### config.mk
export PLATFORM = sky130hd
export DESIGN_NAME = uart_tx
export DESIGN_NICKNAME = d
export VERILOG_FILES = /design/src/rtl/uart_tx.sv
export SDC_FILE = /design/constraint.sdc
export NUM_CORES = 1
export LEC_CHECK = 0
export BUFFER_PORTS_ARGS = -buffer_cell sky130_fd_sc_hd__buf_4
export CORE_ASPECT_RATIO = 0.75
export CORE_MARGIN = 5
export CORE_UTILIZATION = 30
export CTS_CLUSTER_SIZE = 24
export DETAILED_ROUTE_END_ITERATION = 6
export REMOVE_ABC_BUFFERS = 1
export SETUP_SLACK_MARGIN = 0.05
export SLEW_MARGIN = 20
export SYNTH_ARGS = -nofsm -noshare
export SYNTH_HDL_FRONTEND = slang
export SYNTH_SLANG_ARGS = --single-unit
### constraint.sdc
create_clock -name clk -period 3 [get_ports clk]
set_clock_uncertainty 0.1 [all_clocks]
set_input_delay 0.45 -clock clk [delete_from_list [all_inputs] [get_ports clk]]
set_output_delay 0.45 -clock clk [all_outputs]
set_load 0.03 [all_outputs]
### src/rtl/uart_tx.sv
// rtl/uart_tx.sv - UART serial transmitter; parity frame support selected by UART_TX_PARITY_EN
module uart_tx #(
    parameter int DATA_WIDTH = 8
) (
    input  logic                  clk,
    input  logic                  rst,
    input  logic [DATA_WIDTH-1:0] P_DATA,
    input  logic                  DATA_VALID,
    input  logic                  PAR_EN,
    input  logic                  PAR_TYP,
    input  logic [4:0]            prescale,
    output logic                  TX_OUT,
    output logic                  busy
);

    localparam int IDX_W = (DATA_WIDTH > 1) ? $clog2(DATA_WIDTH) : 1;
    localparam logic [IDX_W-1:0] LAST_IDX = IDX_W'(DATA_WIDTH - 1);

    typedef enum logic [2:0] {
        IDLE   = 3'd0,
        START  = 3'd1,
        DATA   = 3'd2,
`ifdef UART_TX_PARITY_EN
        PARITY = 3'd3,
`endif
        STOP   = 3'd4
    } state_t;

    state_t                state, state_n;
    logic [4:0]            cnt, cnt_n;
    logic [IDX_W-1:0]      idx, idx_n;
    logic [DATA_WIDTH-1:0] data_r, data_n;
    logic [4:0]            presc_r, presc_n;
    logic                  tx_n, busy_n;
    logic [4:0]            cnt_last;
    logic                  bit_done;

`ifdef UART_TX_PARITY_EN
    logic par_en_r, par_en_n;
    logic par_typ_r, par_typ_n;
    logic par_bit;

    // Parity covers the latched word; odd parity inverts the XOR
    assign par_bit = (^data_r) ^ par_typ_r;
`else
    logic unused_par_cfg;
    assign unused_par_cfg = PAR_EN ^ PAR_TYP;
`endif

    // A latched prescale of zero behaves as a one-cycle bit period
    assign cnt_last = (presc_r == 5'd0) ? 5'd0 : (presc_r - 5'd1);
    assign bit_done = (cnt == cnt_last);

    // Next-state, next-counter and registered-output computation
    always_comb begin
        state_n   = state;
        cnt_n     = cnt;
        idx_n     = idx;
        data_n    = data_r;
        presc_n   = presc_r;
`ifdef UART_TX_PARITY_EN
        par_en_n  = par_en_r;
        par_typ_n = par_typ_r;
`endif
        tx_n      = 1'b1;
        busy_n    = 1'b0;

        case (state)
            IDLE: begin
                cnt_n = 5'd0;
                idx_n = '0;
                if (DATA_VALID) begin
                    data_n    = P_DATA;
                    presc_n   = prescale;
`ifdef UART_TX_PARITY_EN
                    par_en_n  = PAR_EN;
                    par_typ_n = PAR_TYP;
`endif
                    state_n   = START;
                end
            end
            START: begin
                if (bit_done) begin
                    cnt_n   = 5'd0;
                    idx_n   = '0;
                    state_n = DATA;
                end else begin
                    cnt_n = cnt + 5'd1;
                end
            end
            DATA: begin
                if (bit_done) begin
                    cnt_n = 5'd0;
                    if (idx == LAST_IDX) begin
                        state_n = STOP;
`ifdef UART_TX_PARITY_EN
                        if (par_en_r) begin
                            state_n = PARITY;
                        end
`endif
                    end else begin
                        idx_n = idx + IDX_W'(1);
                    end
                end else begin
                    cnt_n = cnt + 5'd1;
                end
            end
`ifdef UART_TX_PARITY_EN
            PARITY: begin
                if (bit_done) begin
                    cnt_n   = 5'd0;
                    state_n = STOP;
                end else begin
                    cnt_n = cnt + 5'd1;
                end
            end
`endif
            STOP: begin
                if (bit_done) begin
                    cnt_n   = 5'd0;
                    state_n = IDLE;
                end else begin
                    cnt_n = cnt + 5'd1;
                end
            end
            default: begin
                state_n = IDLE;
                cnt_n   = 5'd0;
                idx_n   = '0;
            end
        endcase

        // Outputs follow the state being entered so they are registered with it
        case (state_n)
            START: begin
                tx_n   = 1'b0;
                busy_n = 1'b1;
            end
            DATA: begin
                tx_n   = data_n[idx_n];
                busy_n = 1'b1;
            end
`ifdef UART_TX_PARITY_EN
            PARITY: begin
                tx_n   = par_bit;
                busy_n = 1'b1;
            end
`endif
            STOP: begin
                tx_n   = 1'b1;
                busy_n = 1'b1;
            end
            default: begin
                tx_n   = 1'b1;
                busy_n = 1'b0;
            end
        endcase
    end

    // State, frame context and output registers with synchronous reset
    always_ff @(posedge clk) begin
        if (!rst) begin
            state     <= IDLE;
            cnt       <= 5'd0;
            idx       <= '0;
            data_r    <= '0;
            presc_r   <= 5'd0;
`ifdef UART_TX_PARITY_EN
            par_en_r  <= 1'b0;
            par_typ_r <= 1'b0;
`endif
            TX_OUT    <= 1'b1;
            busy      <= 1'b0;
        end else begin
            state     <= state_n;
            cnt       <= cnt_n;
            idx       <= idx_n;
            data_r    <= data_n;
            presc_r   <= presc_n;
`ifdef UART_TX_PARITY_EN
            par_en_r  <= par_en_n;
            par_typ_r <= par_typ_n;
`endif
            TX_OUT    <= tx_n;
            busy      <= busy_n;
        end
    end

endmodule

======== After elaboration in Yosys (flattened, before gate mapping) ========
Index checks and enable logic that the tools add are counted.
W data, S select, Z words.
word-level totals
  output and inout bits ................... 2
  latch bits .............................. 0
  RAM bits ................................ 0
  bits in read-only memories .............. 0
  memories ................................ 0
  register bits ........................... 26
  input port bits ......................... 18
  word-level logic and storage cells ...... 44
operators by class
  magnitude comparators ................... 1
  $mul .................................... 0
  bitwise gates (word level) .............. 2
  muxes and demuxes ....................... 17
  add/sub/neg operators ................... 3
  shift-type cells ........................ 0
  div/mod/pow operators ................... 0
  reductions and logical operators ........ 6
  equality and inequality tests ........... 8
operators with widths
  operator               count
  $mux W3                8
  $mux W8                2
  $pmux W3 S4            1
  $eq A3 B3 Y1 const B   3
  $pmux W3 S3            1
  $reduce_or A3 Y1       3
  $eq A3 B1 Y1 const B   2
  $eq A3 B2 Y1 const B   2
  $add A5 B1 Y5 const B  1
  $eq A5 B5 Y1           1
  $logic_not A5 Y1       1
  $mux W5                1
  $sub A5 B1 Y5 const B  1
  $lt A3 B4 Y1 const B   1
  $add A3 B1 Y3 const B  1
  $bmux W1 S3            1
  $logic_not A3 Y1       1
  $mux W1                2
  $not A1 Y1             2
  $pmux W1 S2            1
  $reduce_and A2 Y1      1

======== Longest topological paths before layout ========
Gate-level depths: netlist of the first run.
  depth after elaboration ................. 8
  mapped depth ............................ 10
  gate-level depth less buffers ........... 10

======== Least setup slack after synthesis of the first run ========
Ideal clock, no wire load.
  path kind ............................... flip-flop to flip-flop
  start ................................... register presc_r[0]
  end ..................................... register TX_OUT
  cell stages (with the launch flop) ...... 11
  clock period less this slack ............ 2.746 ns
  required time ........................... 2.821 ns
  setup slack ............................. 0.254 ns
  arrival ................................. 2.567 ns
  buffers on the path ..................... 0
  library setup time ...................... 0.079 ns
  cell sequence ........................... dfxtp_1 inv_1 ha_1 o21ba_2 a221o_1 o2bb2ai_4 or2_2 or3_1 a221oi_2 o2111ai_1 o211ai_1
on the way
  longest elaborated chain between the ends .. 8
  elaborated cells between the ends (all ways) .. 16
  those cells by class .................... 1 x add/sub; 3 x eq/ne; 11 x mux; 1 x reduce/logical
ends and longest elaborated chain
  element                                                   RTL line  RTL
  start: declaration                                        33        logic [4:0] presc_r, presc_n;
  start signal: assignment                                  179       presc_r <= presc_n;
  $sub A5 B1 Y5 / $logic_not A5 Y1 (equally long branches)  51        assign cnt_last = (presc_r == 5'd0) ? 5'd0 : (presc_r - 5'd1);
  $mux W5 (*)                                               51
  $eq A5 B5 Y1 (*)                                          52        assign bit_done = (cnt == cnt_last);
  $mux W3 (on tied branches)                                92, 83
  $pmux W3 S3                                               68        case (state)
  $bmux W1 S3                                               140       tx_n = data_n[idx_n];
  $mux W1 (implied by the code)                             140
  $pmux W1 S2 (*)                                           134       case (state_n)
  end signal: assignment                                    184       TX_OUT <= tx_n;
  end: declaration                                          12        output logic TX_OUT,
Every way passes the cells marked *; elsewhere a longest branch is shown, timed or not. The select of a mux whose other input is x is not followed.
A chain may end at the register's enable or synchronous reset.

======== Worst setup path after layout of the first run ========
Same ends and word-level chain as after synthesis.

==> results.txt, run 1 <==
vias in the first global route -> 1119
fin. max-slew vios -> 0
clk root buf -> clkbuf_8
Distinct cells, synth -> 51
Mapped Area -> 1520 sq um
slew at the pin closest to its max-slew limit -> 586.4 ps
unrepaired setup endpoints after global routing -> no
final WL -> 3212 microns
Critical Path Start Type -> flip-flop
Reg2Reg Setup Slack -> 200 ps
Worst Path Required -> 3100 ps
PwrDens -> 530.5 nW/um^2
WHS -> 319.5 ps
EDFF count, synth -> 0
Mapped Avg Cell Area -> 8.399 sq um
gpl congestion -> 0.8074
I/O Buffers -> 17
Finished Cell Area -> 1802 sq um
row cnt -> 22
worst hold endpoint -> presc_r[3]
Tcrit/Tclk final -> 93.34%
Longest Clk Path Bufs -> 2
Filler cells -> 530
Worst Path Arrival -> 2900 ps
biggest area consumer among synthesized cells -> dfxtp_1
# diodes -> 0
# DRC -> 0
CTS buffer count -> 3
final core area utilization -> 36.77%
clock sink count -> 26
FMAX -> 0.3571 GHz
initial antenna violation count -> 0
boundary pin count -> 20
Synth top cells by count -> nand2_1, dfxtp_1, nor2_1, a21boi_0, nand3_1
clk_lat worst skew -> 270 ps
H-Tree Depth -> 1
WHS Path Cells -> 3
endpoints failing hold -> 0
Area growth syn-to-layout -> 18.52%
Net Sw Frac -> 29.64%
Final Net Count -> 220
Initial Util -> 31.03%
DR pass1 iterations -> 4
FF-to-FF End -> TX_OUT
CTS clk-pin slew, worst paths -> 90 ps
class of the most critical setup path -> flip-flop to flip-flop
worst vdd ir -> 249.4 uV
Sequential Power Share -> 41.4%
P_sw -> 0.2833 mW
Hold Path Class -> input port to flip-flop
Routed wire per std cell -> 12.45 microns
layout cells sized above 1 -> 20.71%
total power -> 0.9558 mW
hpwl dp -> 2298 microns
Place WS -> 80.74 ps
maxcap violations -> 0
routed vias/inst -> 4.903
final number of setup-violating endpoints -> 0
Min-Delay Startpoint -> prescale[3]
Vias -> 1265
global-route wire length before repair -> 5306 microns
Die Ht -> 71.65 microns
Synth async-reset ratio -> 0%
CTS tree -> yes
most area-consuming cells after synthesis -> dfxtp_1, nand2_1, a21boi_0, nor2_1, ha_1
Worst Reg-to-Reg Cells -> 10
worst r2r src -> presc_r[0]
Slew headroom -> 60.90%
core area -> 4900 sq um
fin crit period -> 2800 ps
Comb pwr share -> 27.9%
final setup margin -> 199.7 ps
Crit Path Max Fanout -> 8
Synth top area share -> 34.24%
Warnings, synthesis -> 0
non-filler instance count after layout -> 258
most frequent cell after synthesis -> nand2_1
Die Area -> 6606 sq um
Die W -> 92.20 microns
Internal Power -> 0.6725 mW
sequential area share after synthesis -> 34.24%
dpl cells -> 253
Setup TNS -> 0 ps
Lkg Pwr -> 0.6804 nW
Final ANT Viol Nets -> 0
1st-iter DRT viols -> 74
GRT Total Usage -> 9.960%
result of the run -> finished clean
flops & latches, synth -> 26
Synth Flop Type -> dfxtp_1
total gr overflow -> 0
DP Area -> 1704 sq um
pin count of the biggest net entering global routing -> 20
Post-Synthesis Cells -> 181
clock share of power -> 30.8%
CP Capture Type -> flip-flop
==> cell usage in the layout (no fill, tap or decap), drive strengths merged, types with 2 or more instances in the layout <==
| master | netlist | final |
|---|---|---|
| nand2 | 31 | 31 |
| dfxtp | 26 | 26 |
| buf | 1 | 20 |
| nor2 | 19 | 19 |
| a21boi | 14 | 14 |
| nand3 | 7 | 7 |
| inv | 6 | 6 |
| o21ai | 6 | 6 |
| a21oi | 5 | 5 |
| xor2 | 4 | 4 |
| nand2b | 4 | 4 |
| xnor2 | 4 | 4 |
| nor3 | 3 | 3 |
| and2 | 3 | 3 |
| clkbuf | 6 | 3 |
| a31oi | 3 | 3 |
| ha | 3 | 3 |
| nor4bb | 2 | 2 |
| o22ai | 2 | 2 |
| or2 | 2 | 2 |
| nor2b | 2 | 2 |
| and3b | 2 | 2 |
| o31a | 2 | 2 |
| and3 | 2 | 2 |
| mux2 | 2 | 2 |
==> critical path: stages, from the launching register on <==
cell       delay [ps]
dfxtp_1           320
inv_1             110
ha_4              190
or4b_4            480
mux2_4            230
o2bb2ai_4         100
or2_2             310
or3_4             380
a221oi_2          270
o2111ai_1         130
o211ai_1          110
==> registers in the layout, summed over array words and instances, names as in the netlist <==
| register | cells |
|---|---|
| TX_OUT | 1 |
| state | 3 |
| cnt | 5 |
| idx | 3 |
| presc_r | 5 |
| busy | 1 |
| data_r | 8 |
==> cell families (layout without fill, tap and decap cells) <==
family	after synthesis	in the layout	synth area share (%)
AO/OA/AOI/OAI	45	45	24.12
XOR/XNOR	8	8	5.844
adder cells (fa/ha/maj)	3	3	2.469
buffers and inverters	13	30	3.703
flip-flops	26	26	34.24
multiplexers	3	3	2.387
AND/OR/NAND/NOR	83	83	27.24
==> per-layer routing <==
layer | part of all wire (%) | GRT usage (%) | routed length [microns] | vias to the layer above
li1 | - | - | - | 670
met1 | 58 | 15.51 | 1856 | 561
met2 | 37 | 13.27 | 1203 | 29
met3 | 4.0 | 2.308 | 128 | 5
met4 | 0.72 | 2.965 | 23 | 0
met5 | 0 | 0 | 0 | -
==> power by group through the flow <==
stage / Clock (mW) / Sequential, mW / Combinational [mW]
4_1_cts: 0.305 / 0.395 / 0.255
2_1_floorplan: 0 / 0.406 / 0.180
6_report: 0.294 / 0.395 / 0.266
5_1_grt: 0.317 / 0.400 / 0.295
3_5_place_dp: 0 / 0.403 / 0.252
3_3_place_gp: 0 / 0.403 / 0.253
==> worst max path at each step <==
stage               startpoint  cells after the start     end  slack (ps)
finish              presc_r[0]                     10  TX_OUT         200
global route        presc_r[0]                     10  TX_OUT          50
CTS                 presc_r[0]                     10  TX_OUT          90
detailed placement  presc_r[1]                     10  TX_OUT          80
global placement    presc_r[0]                     10  TX_OUT          90
floorplan           presc_r[0]                     10  TX_OUT         250
==> what timing repair did <==
item | in CTS | in global routing
pin swaps | 0 | 2
cloned | 0 | 0
resized for setup | 1 | 5
hold buffers | 0 | 0
buffers inserted | 0 | 1
setup endpoints to repair | 1 | 1
==> layout make-up <==
class	instances	area, sq um	area share (%)
Clock inverter	1	30.03	1.667
Multi-Input combinational cell	142	960.9	53.33
Sequential cell	26	521.8	28.96
Tap cell	60	75.07	4.167
Timing Repair Buffer	20	150.1	8.333
Inverter	6	22.52	1.250
Clock buffer	3	41.29	2.292
(Power assumes the default switching activity.)
==> run 2: changes to the inputs <==
clock period = 2.4 ns   (was 3 ns; I/O delays follow)
==> run 2 against run 1 <==
The run now ends with setup timing left; flip-flop and latch count stayed put; total power is 37% higher; via count is 7.6% higher; count of clock-buffer cells in the layout stayed put; die area stayed put; clock power is 28% higher; final cell count is 8.9% higher; largest cell class unchanged.
==> results.txt, run 2 (same netlist as run 1, synthesis figures left out) <==
Vias -> 1361
worst vdd ir -> 353.0 uV
Routed wire per std cell -> 12.86 microns
PwrDens -> 644.0 nW/um^2
clock sink count -> 26
number of cells on the critical path -> 10
# diodes -> 0
I/O Buffers -> 17
endpoints failing hold -> 0
layout cells sized above 1 -> 34.84%
result of the run -> finished with violations
unrepaired setup endpoints after global routing -> yes
Initial Util -> 31.03%
core area -> 4900 sq um
Filler cells -> 511
row cnt -> 22
WHS -> 226.1 ps
CP Capture Type -> flip-flop
Lkg Pwr -> 0.8033 nW
class of the most critical setup path -> flip-flop to flip-flop
CP cell instances -> inv_2, ha_4, or4b_4, mux2_4, o2bb2ai_4, o22ai_1, a21bo_2, a221oi_2, o2111ai_1, o211ai_1
final setup margin -> -256.2 ps
CTS clk-pin slew, worst paths -> 100 ps
Die Area -> 6606 sq um
Top reg by flops -> data_r
biggest regs -> data_r (8), cnt (5), presc_r (5)
CTS buffer count -> 3
fin. max-slew vios -> 0
commonest non-fill, non-tap cell in the layout -> buf_4
vias in the first global route -> 1264
Area growth syn-to-layout -> 33.33%
Die W -> 92.20 microns
CTS tree -> yes
boundary pin count -> 20
final WL -> 3615 microns
Worst Path Arrival -> 2760 ps
WHS Path Cells -> 3
Worst Reg-to-Reg Cells -> 10
DP Area -> 1862 sq um
fin crit period -> 2656 ps
Finished Cell Area -> 2027 sq um
Final Net Count -> 243
maxcap violations -> 0
Hold Path Class -> input port to flip-flop
Critical Path Start Type -> flip-flop
Longest Clk Path Bufs -> 2
Crit Path Max Fanout -> 7
pin count of the biggest net entering global routing -> 20
initial antenna violation count -> 0
gpl congestion -> 0.8033
GRT Total Usage -> 10.96%
number of flip-flops in the largest register -> 8
hpwl dp -> 2597 microns
Final ANT Viol Nets -> 0
Die Ht -> 71.65 microns
failing checks -> setup timing
global-route wire length before repair -> 5809 microns
slew at the pin closest to its max-slew limit -> 600.8 ps
H-Tree Depth -> 1
cell family with most CP delay -> compound AO/OA/AOI/OAI gates
Critical Path Slowest Stage Cell -> or4b_4
FMAX -> 0.3765 GHz
total gr overflow -> 0
clk root buf -> clkbuf_8
1st-iter DRT viols -> 38
DR pass1 iterations -> 4
worst path buffer plus inverter count -> 1
Tcrit/Tclk final -> 110.7%
clk_lat worst skew -> 270 ps
Worst Path Required -> 2510 ps
commonest non-fill, non-tap cells in the layout -> buf_4, nand2_1, dfxtp_1, nor2_1, a21boi_0
Slew headroom -> 59.95%
final core area utilization -> 41.37%
crit-path max cell delay -> 470 ps
Setup TNS -> -415.8 ps
final number of setup-violating endpoints -> 3
total power -> 1.305 mW
routed vias/inst -> 4.843
# DRC -> 0
run 2: cell types whose count changed in the layout (fill, tap and decap cells not counted), moves of 2 or more:
cell and change:
or2_2 -2, inv_2 +2, buf_4 +21, or2_4 +2, buf_6 +2, nand3_2 +2, nand3_1 -2, inv_1 -2
run 2: power breakdown:
group	total (mW)	internal, mW	switching, mW	leakage [nW]
Sequential	0.484	0.464	0.0199	0.213
Combinational	0.444	0.225	0.219	0.554
Clock	0.377	0.223	0.154	0.0357
run 2: metrics by stage:
step	setup slack (ps)	std cells
6_report	-256.2	281
5_1_grt	-359.8	281
4_1_cts	-218.2	280
3_5_place_dp	-377.9	274
3_3_place_gp	-355.3	274
2_1_floorplan	-347.6	174
run 2: what timing repair did:
| item | in CTS | in global routing |
|---|---|---|
| gates resized for setup | 20 | 4 |
| endpoints found under the setup margin | 6 | 11 |
| pin swaps | 13 | 3 |
| setup buffers | 2 | 1 |
| hold buffers | 0 | 0 |
run 2: tightest hold or removal path, cell delays in order:
cell      delay, ps
buf_4           110
nand2_1          40
a21boi_0         60
run 2: layout make-up:
class | count | area, sq um | area share [%]
clock buffers | 3 | 41.29 | 2.037
clock inverters | 1 | 30.03 | 1.481
well taps | 60 | 75.07 | 3.704
inverters | 6 | 22.52 | 1.111
multi-input cells | 142 | 1005 | 49.57
flip-flops and latches | 26 | 523.0 | 25.80
repair buffers | 43 | 330.3 | 16.30
run 2: path summary, 6_finish.rpt:
kind	start	to	slack (ps)
min	prescale[1]	presc_r[1]	230
max reg2reg	presc_r[0]	TX_OUT	-260
min reg2reg	data_r[6]	data_r[6]	370
max	presc_r[0]	TX_OUT	-260
run 2: metal layers:
layer / vias to the layer above / wire length (microns) / GRT usage [%]
met5: - / 0 / 0
met4: 0 / 63 / 3.789
met3: 6 / 107 / 2.938
met2: 22 / 1467 / 15.86
met1: 615 / 1976 / 15.61
li1: 718 / - / -
